File: config.mk
export PLATFORM = sky130hd
export DESIGN_NAME = jk_counter
export DESIGN_NICKNAME = d
export VERILOG_FILES = /design/src/rtl/jk_pkg.sv /design/src/rtl/jk_cell.sv /design/src/rtl/jk_counter.sv
export SDC_FILE = /design/constraint.sdc
export NUM_CORES = 1
export LEC_CHECK = 0
export CORE_AREA = 10 10 47 49
export CTS_BUF_LIST = sky130_fd_sc_hd__clkbuf_16
export CTS_CLUSTER_SIZE = 14
export DETAILED_ROUTE_END_ITERATION = 16
export DIE_AREA = 0 0 57 59
export PLACE_DENSITY = 0.76
export SLEW_MARGIN = 10
export SYNTH_ARGS = -nofsm -noshare
export SYNTH_HDL_FRONTEND = slang
export SYNTH_SLANG_ARGS = --single-unit
File: constraint.sdc
create_clock -name clk -period 2.56 [get_ports clk]
set_clock_uncertainty 0.2 [all_clocks]
set_input_delay 0.512 -clock clk [delete_from_list [all_inputs] [get_ports clk]]
set_output_delay 0.512 -clock clk [all_outputs]
set_load 0.01 [all_outputs]
File: src/rtl/jk_pkg.sv
// ---------------------------------------------------------------------------
// jk_pkg
// Shared definitions for the JK-cell counter slice.
//   jk_cmd_e     : 2-bit JK excitation command, encoded as {J,K}
//   jk_clamp_max : largest legal count for a given modulus (load clamp value)
// ---------------------------------------------------------------------------
package jk_pkg;

   // Encoding is {J,K} so a command drives the cell inputs bit-for-bit.
   typedef enum logic [1:0] {
      JK_HOLD   = 2'b00,
      JK_RESET  = 2'b01,
      JK_SET    = 2'b10,
      JK_TOGGLE = 2'b11
   } jk_cmd_e;

   // Top of the count range; out-of-range load values clamp to this.
   function automatic int jk_clamp_max(input int modulus);
      return modulus - 32'sd1;
   endfunction

endpackage : jk_pkg

File: src/rtl/jk_cell.sv
// ---------------------------------------------------------------------------
// jk_cell
// One JK storage bit with true and complement outputs.
// Ports:
//   clk  in  rising-edge clock
//   rst  in  synchronous active-high reset (q=0, qb=1)
//   j    in  J excitation
//   k    in  K excitation
//   q    out true output
//   qb   out complement output, registered alongside q
// ---------------------------------------------------------------------------
module jk_cell
   import jk_pkg::*;
(
   input  logic clk,
   input  logic rst,
   input  logic j,
   input  logic k,
   output logic q,
   output logic qb
);

   logic q_q;
   logic qb_q;
   logic q_d;

   // JK characteristic equation: hold, reset, set or toggle.
   always_comb begin
      q_d = q_q;
      case ({j, k})
         JK_HOLD:   q_d = q_q;
         JK_RESET:  q_d = 1'b0;
         JK_SET:    q_d = 1'b1;
         JK_TOGGLE: q_d = ~q_q;
         default:   q_d = q_q;
      endcase
   end

   // Storage flops; qb is its own flop so it changes on the same edge as q.
   always_ff @(posedge clk) begin
      if (rst) begin
         q_q  <= 1'b0;
         qb_q <= 1'b1;
      end else begin
         q_q  <= q_d;
         qb_q <= ~q_d;
      end
   end

   assign q  = q_q;
   assign qb = qb_q;

endmodule : jk_cell

File: src/rtl/jk_counter.sv
// ---------------------------------------------------------------------------
// jk_counter
// Synchronous mod-MODULUS up/down counter built from WIDTH jk_cell bits.
// This module only computes the next count, the per-bit JK excitation, the
// load clamp, terminal count and the wrap pulse; the count lives in the cells.
// Optional build macro:
//   JK_CNT_SAT_EN  saturate at the range boundary instead of wrapping;
//                  wrapped is then constant 0.
// Ports:
//   clk      in  rising-edge clock
//   rst      in  synchronous active-high reset
//   en       in  count enable
//   up       in  direction (1 = up, 0 = down)
//   load     in  parallel load, priority over en
//   din      in  load value (clamped to MODULUS-1)
//   q        out count (true outputs of the cells)
//   qb       out complement outputs
//   tc       out combinational terminal count
//   wrapped  out registered one-cycle wrap pulse
// ---------------------------------------------------------------------------
module jk_counter
   import jk_pkg::*;
#(
   parameter int WIDTH   = 4,
   parameter int MODULUS = 10
)(
   input  logic             clk,
   input  logic             rst,
   input  logic             en,
   input  logic             up,
   input  logic             load,
   input  logic [WIDTH-1:0] din,
   output logic [WIDTH-1:0] q,
   output logic [WIDTH-1:0] qb,
   output logic             tc,
   output logic             wrapped
);

   localparam logic [WIDTH-1:0] MAX_VAL  = WIDTH'(jk_clamp_max(MODULUS));
   localparam logic [WIDTH-1:0] ZERO_VAL = {WIDTH{1'b0}};
   localparam logic [WIDTH-1:0] ONE_VAL  = {{(WIDTH-1){1'b0}}, 1'b1};
   // One extra bit so MODULUS == 2**WIDTH is representable.
   localparam logic [WIDTH:0]   MOD_EXT  = (WIDTH+1)'(MODULUS);

   jk_cmd_e          cmd [WIDTH];
   logic [WIDTH-1:0] target;
   logic             at_max;
   logic             at_zero;
   logic             din_ok;
   logic             wrapped_d;
   logic             wrapped_q;

   assign at_max  = (q == MAX_VAL);
   assign at_zero = (q == ZERO_VAL);
   assign din_ok  = ({1'b0, din} < MOD_EXT);
   assign tc      = en & ~load & ((up & at_max) | (~up & at_zero));

   // Next count and JK excitation: load uses SET/RESET, counting only toggles.
   always_comb begin
      target    = q;
      wrapped_d = 1'b0;
      for (int i = 0; i < WIDTH; i++) begin
         cmd[i] = JK_HOLD;
      end
      if (load) begin
         target = din_ok ? din : MAX_VAL;
         for (int i = 0; i < WIDTH; i++) begin
            cmd[i] = target[i] ? JK_SET : JK_RESET;
         end
      end else if (en) begin
         if (up) begin
            if (at_max) begin
`ifdef JK_CNT_SAT_EN
               target = q;
`else
               target    = ZERO_VAL;
               wrapped_d = 1'b1;
`endif
            end else begin
               target = q + ONE_VAL;
            end
         end else begin
            if (at_zero) begin
`ifdef JK_CNT_SAT_EN
               target = q;
`else
               target    = MAX_VAL;
               wrapped_d = 1'b1;
`endif
            end else begin
               target = q - ONE_VAL;
            end
         end
         for (int i = 0; i < WIDTH; i++) begin
            cmd[i] = (target[i] != q[i]) ? JK_TOGGLE : JK_HOLD;
         end
      end else begin
         target = q;
      end
   end

   // Wrap pulse register; rst and load both clear it.
   always_ff @(posedge clk) begin
      if (rst) begin
         wrapped_q <= 1'b0;
      end else begin
         wrapped_q <= wrapped_d;
      end
   end

   assign wrapped = wrapped_q;

   for (genvar g = 0; g < WIDTH; g++) begin : g_cell
      logic [1:0] cmd_bits;
      assign cmd_bits = cmd[g];
      jk_cell u_cell (
         .clk (clk),
         .rst (rst),
         .j   (cmd_bits[1]),
         .k   (cmd_bits[0]),
         .q   (q[g]),
         .qb  (qb[g])
      );
   end

endmodule : jk_counter

==> out/results.ini, run 1 <==
[route]
avgRoutedWirePerCell_um = 12.93
drt-total-wl_mm = 1.267
viasPerCell = 5.194
drc = 0
firstDrtPassIters = 4
vias = 509
antenna_left = 0
first_iter_violations = 5

[global_routing]
grt_max_degree = 12
overflow = 0
antenna_found_initial = 0
grt_use_total_pct = 7.997
grt_pass1_wl_mm = 2.132
grt_pass1_vias = 507

[worst_setup_path]
path_class = in -> out
worstPathArrival_ns = 1.66
crit_required_ns = 1.85
r2r_setup_slack_ns = 0.92
path_max_fanout = 2
slowest_stage = clkdlybuf4s50_1
path_depth = 4
regToRegEndpoint = g_cell[1].u_cell.qb
cp_num_buf_inv = 2
reg2regPathDepth = 5
cp-startpoint = up
critical-path-top-delay-family = buffers and inverters
end_kind = primary output
cp-endpoint = tc
cpPeakStageDelay_ns = 0.41
r2r_start = g_cell[0].u_cell.q
crit_path_cell_trace = clkdlybuf4s50_1 -> or3_1 -> a211oi_2 -> clkbuf_2
start_kind = input pin

[synthesis]
synth_top_family_by_area = compound AO/OA/AOI/OAI gates
synth_top_area_share_pct = 31.86
synthFlopType = dfxtp_1
synth-edff-count = 0
syn_area_um2 = 565.5
synth_area_leader_cell = dfxtp_1
synthCells = 68
ys_warn_count = 0
synth_compound_area_share_pct = 23.45
synth_nets = 77
synth-simple-area-share_pct = 21.02
ys_ff_latch = 9
yosysUniqueCellTypes = 36
ys_seq_area_share_pct = 31.86
avgSynthCellArea_um2 = 8.317
synthTopCellsByArea = dfxtp_1, buf_4, nor2_1
async_flop_share_pct = 0
synthAdderAreaFrac_pct = 0
synth_xor_area_share_pct = 3.097
synth_mux_area_share_pct = 1.770

[power]
power.density_mw_per_mm2 = 671.9
comb_power_share_pct = 18.9
p_sw_share_pct = 22.00
ir_worst_vdd_v = 0.0004202
switchingPower_w = 0.0001156
power.leakage_nw = 0.3321
p_int_w = 0.0004099
share_seq_of_total_power_pct = 30.6
p_clk_share_pct = 50.5

[layout]
area_growth_pct = 38.27
fin_nets = 92
fin_cells = 98
layout_common_cells = clkdlybuf4s50_1, dfxtp_1, nor2_1
final_layout_size_suffix_gt1_share_pct = 13.41
diodes = 0
layout_commonest_cell = clkdlybuf4s50_1

[sta]
maxSlewHeadroom_pct = 77.92
worst_slew_pin_slew_ns = 0.3290
fin_ws_ns = 0.1850
slew_viol_final = 0
max_freq_mhz = 421.1
period_minus_slack_ns = 2.375
hold_violations = 0
rsz0062_at_grt = no
final.period_utilization_pct = 92.77
setup_viol = 0
final.setup.tns_ns = 0

[clocking]
root_buffer = clkbuf_16
cts.sinks = 9
insertion_delay_ns = 0.23
cts_buffers = 3
cts_tree = yes
clk_pin_slew_ns = 0.04
cts_setup_buffers = 0
clock_path_buffers = 2
cts_max_level = 1

[die]
num_rows = 14
core_mm2 = 0.001401
die_h_um = 59
num_io_pins = 19
die_width_um = 57
dieArea_mm2 = 0.003363
start_util_pct = 40.36

[hold_path]
hp-class = reg -> reg

[place]
io_buffer_count = 18
place_congestion = 0.7355
hpwl_um = 991.3
pre_cts_ws_ns = -0.2250
place_inst = 94

[status]
outcome = finished, final reports clean

[flow_run]
maxCapViolCount = 0

==> cells by family (layout without fill, tap and decap cells) <==
logic type             after synthesis  after routing
AO/OA/AOI/OAI                       18             18
XOR/XNOR                             2              2
AND/OR/NAND/NOR                     21             21
buffers and inverters               17             31
flip-flops                           9              9
multiplexers                         1              1
==> cell usage after synthesis, drive strengths merged (2+ instances only) <==
cell type / count
buf: 11
dfxtp: 9
nor2: 7
inv: 5
o21ai: 4
a211oi: 3
a21oi: 2
nand2: 2
or3: 2
==> layer usage <==
metal  global-route usage (%)  share of wire (%)
met1                    7.720                 39
met2                    13.49                 51
met3                    5.794                9.5
met4                    2.013                  0
met5                        0                  0
==> power groups by stage <==
stage               sequential [W]  clock [W]  combinational [W]
floorplan                 0.000161          0          0.0000687
finish                    0.000161   0.000265          0.0000994
global route              0.000162   0.000280           0.000110
CTS                       0.000161   0.000275           0.000101
detailed placement        0.000163          0           0.000100
global placement          0.000163          0          0.0000993
==> state kept, by name (all words and copies together), names as in the netlist <==
register	count
g_cell.u_cell.q	4
g_cell.u_cell.qb	4
wrapped	1
==> worst min path at each step <==
stage	depth (start not counted)	startpoint	slack [ns]	to
finish	3	g_cell[0].u_cell.q	0.50	wrapped
global route	3	g_cell[0].u_cell.q	0.56	wrapped
CTS	3	g_cell[0].u_cell.q	0.51	wrapped
detailed placement	3	g_cell[0].u_cell.q	0.52	wrapped
global placement	3	g_cell[0].u_cell.q	0.49	wrapped
floorplan	1	rst	0.38	g_cell[0].u_cell.q
==> worst reg2reg max path, stage by stage (launching register included) <==
cell and delay (ns):
dfxtp_1 0.30, buf_4 0.17, o21bai_1 0.15, o22ai_1 0.19, a311oi_1 0.15, or3_1 0.36
==> through the flow <==
step           util [%]  power (W)  instance area, µm²  hold WS, ns
2_1_floorplan         -  0.0002300               565.5       0.3848
3_3_place_gp      50.54  0.0002623               708.2       0.4904
3_5_place_dp      50.54  0.0002633               708.2       0.5172
4_1_cts           56.07  0.0005368               785.8       0.5089
5_1_grt           55.80  0.0005522               782.0       0.5566
6_report          55.80  0.0005255               782.0       0.5005
==> layout make-up <==
class,instances,area [µm²]
Tap cell,16,20.02
Timing Repair Buffer,22,205.2
Fill cell,140,619.3
Clock inverter,1,3.754
Clock buffer,3,75.07
Sequential cell,9,180.2
Multi-Input combinational cell,42,279.0
Inverter,5,18.77
==> repair_timing <==
action,CTS,global route
hold buffers,0,0
endpoints found under the setup margin,1,1
pin swaps,0,0
gates resized for setup,1,2
No activity file was read; power rests on OpenSTA's default activity.
==> inputs of run 2 (changes only) <==
Settings changed: ABC_AREA set to 0, CAP_MARGIN set to 10.
==> results of run 2 <==
Final layout, timing and power as in run 1 (identical DEF).
